File: config.mk
export PLATFORM = sky130hd
export DESIGN_NAME = fpu_hdiv_iter
export DESIGN_NICKNAME = d
export VERILOG_FILES = /design/src/rtl/fpu_hdiv_iter_pkg.sv /design/src/rtl/fpu_half_round.sv /design/src/rtl/fpu_hdiv_iter.sv
export SDC_FILE = /design/constraint.sdc
export NUM_CORES = 1
export LEC_CHECK = 0
export BUFFER_PORTS_ARGS = -buffer_cell sky130_fd_sc_hd__buf_2
export CAP_MARGIN = 40
export CORE_ASPECT_RATIO = 1.1
export CORE_MARGIN = 4
export CORE_UTILIZATION = 48
export CTS_BUF_LIST = sky130_fd_sc_hd__clkbuf_2 sky130_fd_sc_hd__clkbuf_4 sky130_fd_sc_hd__clkbuf_8
export DETAILED_ROUTE_END_ITERATION = 6
export GPL_TIMING_DRIVEN = 0
export PLACE_DENSITY = 0.75
export SETUP_SLACK_MARGIN = 0.1
export SLEW_MARGIN = 30
export SYNTH_ARGS = -nofsm -noshare
export SYNTH_HDL_FRONTEND = slang
export SYNTH_SLANG_ARGS = --single-unit
File: constraint.sdc
create_clock -name CLK -period 7.8 [get_ports CLK]
set_input_delay 1.17 -clock CLK [delete_from_list [all_inputs] [get_ports CLK]]
set_output_delay 1.17 -clock CLK [all_outputs]
set_load 0.03 [all_outputs]
File: src/rtl/fpu_hdiv_iter_pkg.sv
// Shared definitions for the half-precision FP execution units.
// Holds the canonical NaN, the divider iteration count, fflags bit indices
// and struct, the divider FSM states, rounding-mode encodings and a binary16
// unpack helper.
// Optional build macro: FPU_HDIV_SUBNORM_EN. When it is defined, subnormal
// operands are normalised during unpack. When it is not defined, subnormal
// operands read as signed zero.
package fpu_hdiv_iter_pkg;

  localparam logic [15:0] HALF_QNAN_CANON = 16'h7E00;
  localparam int          HDIV_ITER       = 15;

  localparam int FLAG_NV = 4;
  localparam int FLAG_DZ = 3;
  localparam int FLAG_OF = 2;
  localparam int FLAG_UF = 1;
  localparam int FLAG_NX = 0;

  localparam logic [2:0] RM_RNE = 3'd0;
  localparam logic [2:0] RM_RTZ = 3'd1;
  localparam logic [2:0] RM_RDN = 3'd2;
  localparam logic [2:0] RM_RUP = 3'd3;
  localparam logic [2:0] RM_RMM = 3'd4;

  typedef struct packed {
    logic nv;
    logic dz;
    logic of;
    logic uf;
    logic nx;
  } fpu_flags_t;

  typedef enum logic [1:0] {IDLE, DIV, ROUND, DONE} hdiv_state_t;

  // exp is unbiased-offset (biased value, may go <= 0 for normalised subnormals)
  typedef struct packed {
    logic              sign;
    logic signed [7:0] exp;
    logic [10:0]       sig;
    logic              zero;
    logic              inf;
    logic              nan;
    logic              snan;
  } half_unp_t;

  // Leading-zero count of an 11-bit value (11 when zero).
  function automatic logic [3:0] lzc11(input logic [10:0] v);
    lzc11 = 4'd11;
    for (int i = 0; i <= 10; i++)
      if (v[i]) lzc11 = 4'(10 - i);
  endfunction

  function automatic half_unp_t unpack_half(input logic [15:0] h);
    half_unp_t  u;
    logic [4:0] e;
    logic [9:0] f;
`ifdef FPU_HDIV_SUBNORM_EN
    logic [3:0] lz;
`endif
    e      = h[14:10];
    f      = h[9:0];
    u.sign = h[15];
    u.nan  = (e == 5'd31) && (f != '0);
    u.snan = u.nan && !f[9];
    u.inf  = (e == 5'd31) && (f == '0);
    u.exp  = $signed({3'b000, e});
    u.sig  = {1'b1, f};
`ifdef FPU_HDIV_SUBNORM_EN
    u.zero = (e == '0) && (f == '0);
    if (e == '0 && f != '0) begin
      // shift the leading one into the hidden-bit slot, pay for it in exponent
      lz    = lzc11({1'b0, f});
      u.sig = {1'b0, f} << lz;
      u.exp = 8'sd1 - $signed({4'b0000, lz});
    end
`else
    u.zero = (e == '0);
`endif
    return u;
  endfunction

endpackage

File: src/rtl/fpu_half_round.sv
// Combinational binary16 rounder shared by the half-precision FP units.
// Inputs : sign, exp (signed, biased), mant (10 fraction bits, hidden one
//          implied), g/r/s guard-round-sticky, rm rounding mode.
// Outputs: result (binary16), of/uf/nx exception flags.
// Optional build macro: FPU_HDIV_SUBNORM_EN. When it is defined, tiny values
// are denormalised before rounding. When it is not defined, tiny values
// flush to signed zero with UF|NX.
module fpu_half_round
  import fpu_hdiv_iter_pkg::*;
#(
  parameter int RM_W = 3
) (
  input  logic              sign,
  input  logic signed [7:0] exp,
  input  logic [9:0]        mant,
  input  logic              g,
  input  logic              r,
  input  logic              s,
  input  logic [RM_W-1:0]   rm,
  output logic [15:0]       result,
  output logic              of,
  output logic              uf,
  output logic              nx
);

  logic [9:0]  frac;
  logic [4:0]  e5;
  logic        gg, rr, ss, tiny, inexact, inc, to_zero;
  logic [14:0] sum;
`ifdef FPU_HDIV_SUBNORM_EN
  logic signed [8:0] shw;
  logic [3:0]        sh;
  logic [24:0]       ext;
`endif

  always_comb begin
    frac = mant;
    gg   = g;
    rr   = r;
    ss   = s;
    e5   = exp[4:0];
    tiny = (exp <= 8'sd0);
`ifdef FPU_HDIV_SUBNORM_EN
    shw = 9'sd1 - 9'(exp);
    sh  = (shw > 9'sd13) ? 4'd13 : shw[3:0];
    ext = '0;
    if (tiny) begin
      // 13 is enough to push every significant bit into the sticky field
      ext  = 25'({1'b1, mant, g, r, 13'b0} >> sh);
      frac = ext[24:15];
      gg   = ext[14];
      rr   = ext[13];
      ss   = s | (|ext[12:0]);
      e5   = '0;
    end
`endif
    inexact = gg | rr | ss;
    case (RM_W'(rm))
      RM_W'(RM_RTZ): inc = 1'b0;
      RM_W'(RM_RDN): inc = sign & inexact;
      RM_W'(RM_RUP): inc = !sign & inexact;
      RM_W'(RM_RMM): inc = gg;
      default:       inc = gg & (rr | ss | frac[0]);
    endcase
    to_zero = (RM_W'(rm) == RM_W'(RM_RTZ)) ||
              (RM_W'(rm) == RM_W'(RM_RDN) && !sign) ||
              (RM_W'(rm) == RM_W'(RM_RUP) && sign);
    // adding into the packed {exp,frac} field lets a mantissa carry bump the exponent
    sum    = {e5, frac} + 15'(inc);
    result = {sign, sum};
    of     = 1'b0;
    uf     = 1'b0;
    nx     = inexact;
    if (exp >= 8'sd31 || sum[14:10] == 5'd31) begin
      of     = 1'b1;
      nx     = 1'b1;
      result = to_zero ? {sign, 15'h7BFF} : {sign, 15'h7C00};
    end
`ifdef FPU_HDIV_SUBNORM_EN
    else if (tiny) begin
      uf = inexact;
    end
`else
    else if (tiny) begin
      result = {sign, 15'h0000};
      uf     = 1'b1;
      nx     = 1'b1;
    end
`endif
  end

endmodule

File: src/rtl/fpu_hdiv_iter.sv
// Iterative binary16 divider (restoring, one quotient bit per cycle).
// Ports: CLK/nRST (async active-low), in_valid/in_ready + op_a, op_b, rm
//        operand handshake; out_valid/out_ready + result, flags {NV,DZ,OF,UF,NX}
//        result handshake.
// Specials resolve at accept and appear the next cycle; normal operands take
// 15 DIV cycles and 1 ROUND cycle.
// Optional build macro: FPU_HDIV_SUBNORM_EN turns on subnormal operand and
// result support.
module fpu_hdiv_iter
  import fpu_hdiv_iter_pkg::*;
#(
  parameter int ITER = HDIV_ITER,
  parameter int RM_W = 3
) (
  input  logic            CLK,
  input  logic            nRST,
  input  logic            in_valid,
  output logic            in_ready,
  input  logic [15:0]     op_a,
  input  logic [15:0]     op_b,
  input  logic [RM_W-1:0] rm,
  output logic            out_valid,
  input  logic            out_ready,
  output logic [15:0]     result,
  output logic [4:0]      flags
);

  hdiv_state_t       state, state_nx;
  half_unp_t         ua, ub;
  logic [3:0]        cnt;
  logic [ITER-1:0]   q, nq;
  logic [11:0]       rem;
  logic [10:0]       dvs, diff;
  logic              ge, sgn, sgn_q, sp_hit, sticky;
  logic signed [7:0] exp_q, nexp;
  logic [RM_W-1:0]   rm_q;
  logic [15:0]       sp_res, res_q, rnd_res;
  fpu_flags_t        sp_flags, flg_q, rnd_flags;

  assign ua = unpack_half(op_a);
  assign ub = unpack_half(op_b);

  // special-operand decode; order matters (inf/0 is inf without DZ)
  always_comb begin
    sgn      = ua.sign ^ ub.sign;
    sp_hit   = 1'b1;
    sp_res   = '0;
    sp_flags = '0;
    if (ua.nan || ub.nan) begin
      sp_res      = HALF_QNAN_CANON;
      sp_flags.nv = ua.snan | ub.snan;
    end else if ((ua.zero && ub.zero) || (ua.inf && ub.inf)) begin
      sp_res      = HALF_QNAN_CANON;
      sp_flags.nv = 1'b1;
    end else if (ua.inf) begin
      sp_res = {sgn, 15'h7C00};
    end else if (ub.zero) begin
      sp_res      = {sgn, 15'h7C00};
      sp_flags.dz = 1'b1;
    end else if (ub.inf || ua.zero) begin
      sp_res = {sgn, 15'h0000};
    end else begin
      sp_hit = 1'b0;
    end
  end

  // restoring step: rem < 2*dvs always, so the difference fits 11 bits
  assign ge   = (rem >= {1'b0, dvs});
  assign diff = ge ? 11'(rem - {1'b0, dvs}) : rem[10:0];

  // normalise: quotient lies in (0.5, 2)
  assign nq     = q[ITER-1] ? q : {q[ITER-2:0], 1'b0};
  assign nexp   = q[ITER-1] ? exp_q : exp_q - 8'sd1;
  assign sticky = (|nq[ITER-14:0]) | (rem != '0);

  fpu_half_round #(.RM_W(RM_W)) u_round (
    .sign   (sgn_q),
    .exp    (nexp),
    .mant   (nq[ITER-2 -: 10]),
    .g      (nq[ITER-12]),
    .r      (nq[ITER-13]),
    .s      (sticky),
    .rm     (rm_q),
    .result (rnd_res),
    .of     (rnd_flags.of),
    .uf     (rnd_flags.uf),
    .nx     (rnd_flags.nx)
  );
  assign rnd_flags.nv = 1'b0;
  assign rnd_flags.dz = 1'b0;

  always_ff @(posedge CLK or negedge nRST) begin
    if (!nRST) state <= IDLE;
    else       state <= state_nx;
  end

  always_comb begin
    state_nx = state;
    case (state)
      IDLE:    if (in_valid) state_nx = sp_hit ? DONE : DIV;
      DIV:     if (cnt == 4'(ITER - 1)) state_nx = ROUND;
      ROUND:   state_nx = DONE;
      DONE:    if (out_ready) state_nx = IDLE;
      default: state_nx = IDLE;
    endcase
  end

  always_ff @(posedge CLK or negedge nRST) begin
    if (!nRST) begin
      cnt   <= '0;
      q     <= '0;
      rem   <= '0;
      dvs   <= '0;
      sgn_q <= 1'b0;
      exp_q <= '0;
      rm_q  <= '0;
      res_q <= '0;
      flg_q <= '0;
    end else begin
      case (state)
        IDLE: if (in_valid) begin
          sgn_q <= sgn;
          exp_q <= ua.exp - ub.exp + 8'sd15;
          rm_q  <= rm;
          rem   <= {1'b0, ua.sig};
          dvs   <= ub.sig;
          q     <= '0;
          cnt   <= '0;
          if (sp_hit) begin
            res_q <= sp_res;
            flg_q <= sp_flags;
          end
        end
        DIV: begin
          q   <= {q[ITER-2:0], ge};
          rem <= {diff, 1'b0};
          cnt <= cnt + 4'd1;
        end
        ROUND: begin
          res_q <= rnd_res;
          flg_q <= rnd_flags;
        end
        default: ;
      endcase
    end
  end

  assign in_ready  = (state == IDLE);
  assign out_valid = (state == DONE);
  assign result    = res_q;
  assign flags     = flg_q;

endmodule
==> flow_metrics.env <==
export IMPL_placed_cells=773
export IMPL_yosysUniqueCellTypes=65
export IMPL_drt_pass1_iterations=4
export IMPL_post_cts_buffers=0
export IMPL_synth_area_per_cell_um2=9.00
export IMPL_syn_to_final_growth_pct=15.3
export IMPL_synth_edf_count=0
export IMPL_ctsResizeCount=0
export IMPL_worst_pin_slew_ns=0.731
export IMPL_cts_root_buffer="clkbuf_8"
export IMPL_die_height_um=116
export IMPL_path_class="register to register"
export IMPL_rrSetupSlack_ns=3.37
export IMPL_min_period_ns=4.43
export IMPL_drv_cap=0
export IMPL_start_util=0.491
export IMPL_wl_per_cell_um=15.6
export IMPL_n_antenna_cell=0
export IMPL_syn_inst=567
export IMPL_drc_errors=0
export IMPL_first_global_vias=4331
export IMPL_leakage_uw=0.00276
export IMPL_ys_seq_area_frac=0.373
export IMPL_finish_utilization=0.566
export IMPL_rsz0062_at_grt="false"
export IMPL_num_vias=4494
export IMPL_worstPathMaxFanout=10
export IMPL_globalRouteOverflowTotal=0
export IMPL_layout_commonest_cell="dfrtp_1"
export IMPL_fin_cells=789
export IMPL_final_setup_viol_count=0
export IMPL_setup_tns_ns=0
export IMPL_cp_required_ns=8.10
export IMPL_num_rows=39
export IMPL_clock_sinks=76
export IMPL_wl_um=12300
export IMPL_clock_path_buffers=2
export IMPL_via_per_inst=5.70
export IMPL_max_freq_mhz=226
export IMPL_clk_latency_ns=0.36
export IMPL_grt_pass1_wl_um=20400
export IMPL_ys_ff_latch=76
export IMPL_io_buffers=61
export IMPL_antenna_found_initial=0
export IMPL_vdd_drop_max_v=0.000260
export IMPL_p_total_uw=2360
export IMPL_die_area_um2=12300
export IMPL_synth_nets=635
export IMPL_die_width_um=106
export IMPL_h_tree_depth=3
export IMPL_powerDensity_nw_per_um2=401
export IMPL_cts_made_buffers=9
export IMPL_crit_path_end_kind="register"
export IMPL_mostFrequentLayoutCells="dfrtp_1 (76), buf_2 (67), nand2_1 (62), o21ai_0 (45), inv_1 (33)"
export IMPL_core_area_um2=10400
export IMPL_ios=62
export IMPL_synthArstFlopShare=1.00
export IMPL_gp_congestion=0.892
export IMPL_fin_skew_ns=0.00918
export IMPL_worstPathArrival_ns=4.72
export IMPL_drv_slew=0
export IMPL_fin_nets=709
export IMPL_hpwlAfterDp_um=9650
export IMPL_ys_flop_type="dfrtp_1"
export IMPL_drtIter0Drc=241
export IMPL_hold_viol_final=0
export IMPL_yosysWarningCount=0
export IMPL_drive_gt1_frac=0.184
export IMPL_clk_pin_slew_ns=0.09
export IMPL_status="finished clean"
export IMPL_fillerInstances=960
export IMPL_ant_nets=0
export IMPL_cts_tree="built"
export IMPL_hp_class="register to register"
export IMPL_final_period_utilization=0.568
export IMPL_gr_usage_all_layers=0.206
export IMPL_grt_max_degree=50
export IMPL_synthesis_area_um2=5100
export IMPL_holdBufCountCts=0
export IMPL_cp_start_kind="register"
export IMPL_relSlewSlack=0.511
-- flip-flops by register name, indices dropped and copies added (netlist names) --
register and count:
sgn_q 1, rm_q 3, cnt 4, flags 5
exp_q 7, result 16, q 15, rem 12
state 2, dvs 11
-- per-layer routing --
layer / track usage / routed length, um / share of wire / up-vias
li1: - / - / - / 2207
met1: 0.259 / 5480 / 0.45 / 2153
met2: 0.354 / 5970 / 0.49 / 114
met3: 0.0304 / 599 / 0.049 / 20
met4: 0.0967 / 251 / 0.020 / 0
met5: 0 / 0 / 0 / -
-- cell usage after synthesis, types with 7 or more instances --
master    count  area [um^2]
xor2_1       10         87.6
a221o_1       7         70.1
nor4_1       11         68.8
o31ai_1       8         60.1
nand2_1      62          233
a22o_1       14          123
inv_1        33          124
a21oi_1      27          135
nor2_1       29          109
mux2i_1      10          100
nor3_1       13         65.1
o21ai_0      45          225
nand3_1      17         85.1
a31oi_1       8         50.1
mux2_2       17          191
a21o_1       12         90.1
ha_1         27          338
nand4_1       8         50.1
clkbuf_1     17         63.8
nor2b_1       8         50.1
and3_1       10         62.6
xnor2_1      21          184
dfrtp_1      76         1900
-- final cells by class --
type / count / area, um^2 / share of cell area
multi-input cells: 428 / 2940 / 0.499
flip-flops and latches: 76 / 1900 / 0.323
repair buffers: 63 / 333 / 0.0566
well taps: 143 / 179 / 0.0304
plain buffers: 30 / 141 / 0.0240
clock inverters: 6 / 136 / 0.0232
clock buffers: 10 / 131 / 0.0223
inverters: 33 / 124 / 0.0211
-- where the power goes --
group | switching [uW] | internal [uW]
clock | 155 | 249
sequential | 124 | 538
combinational | 777 | 519
-- kinds of logic after synthesis --
logic type | Yosys count | synth area share
flip-flops | 76 | 0.373
XOR/XNOR | 31 | 0.0532
AO/OA/AOI/OAI | 157 | 0.206
multiplexers | 27 | 0.0571
AND/OR/NAND/NOR | 184 | 0.185
adder cells (fa/ha/maj) | 29 | 0.0740
buffers and inverters | 63 | 0.0520
-- final timing paths --
check                                          from                    end  depth (start not counted)
worst max-delay path              q[14]$_DFFE_PN0P_  result[7]$_DFFE_PN0P_                         19
worst min-delay path            dvs[10]$_DFFE_PN0P_    dvs[10]$_DFFE_PN0P_                          2
worst max register to register    q[14]$_DFFE_PN0P_  result[7]$_DFFE_PN0P_                         19
worst min register to register  dvs[10]$_DFFE_PN0P_    dvs[10]$_DFFE_PN0P_                          2
max in group asynchronous                      nRST   flags[3]$_DFFE_PN0P_                          2
min in group asynchronous                      nRST  result[8]$_DFFE_PN0P_                          1
-- metrics by stage --
stage	area [um^2]	hold slack, ns	worst slack, ns
3_3_place_gp	5590	0.436	3.51
4_1_cts	5880	0.472	3.40
5_1_grt	5880	0.492	2.96
6_report	5880	0.472	3.37
3_5_place_dp	5620	0.444	3.43
2_1_floorplan	5100	0.418	4.04
-- worst max-delay path: stages, from the launching register on --
cell and delay (ns):
dfrtp_1 0.36, buf_4 0.17, buf_2 0.22, buf_1 0.42, a211oi_1 0.15, nand4_1 0.21
o21ai_0 0.11, a21oi_1 0.16, a31oi_1 0.05, nor2_1 0.09, ha_1 0.20, ha_1 0.25
nand4_1 0.24, or4_4 0.50, a211oi_2 0.23, o2111a_2 0.34, nor2_4 0.07, or3_4 0.38
buf_6 0.14, nand3_2 0.05
(Power assumes the default switching activity.)
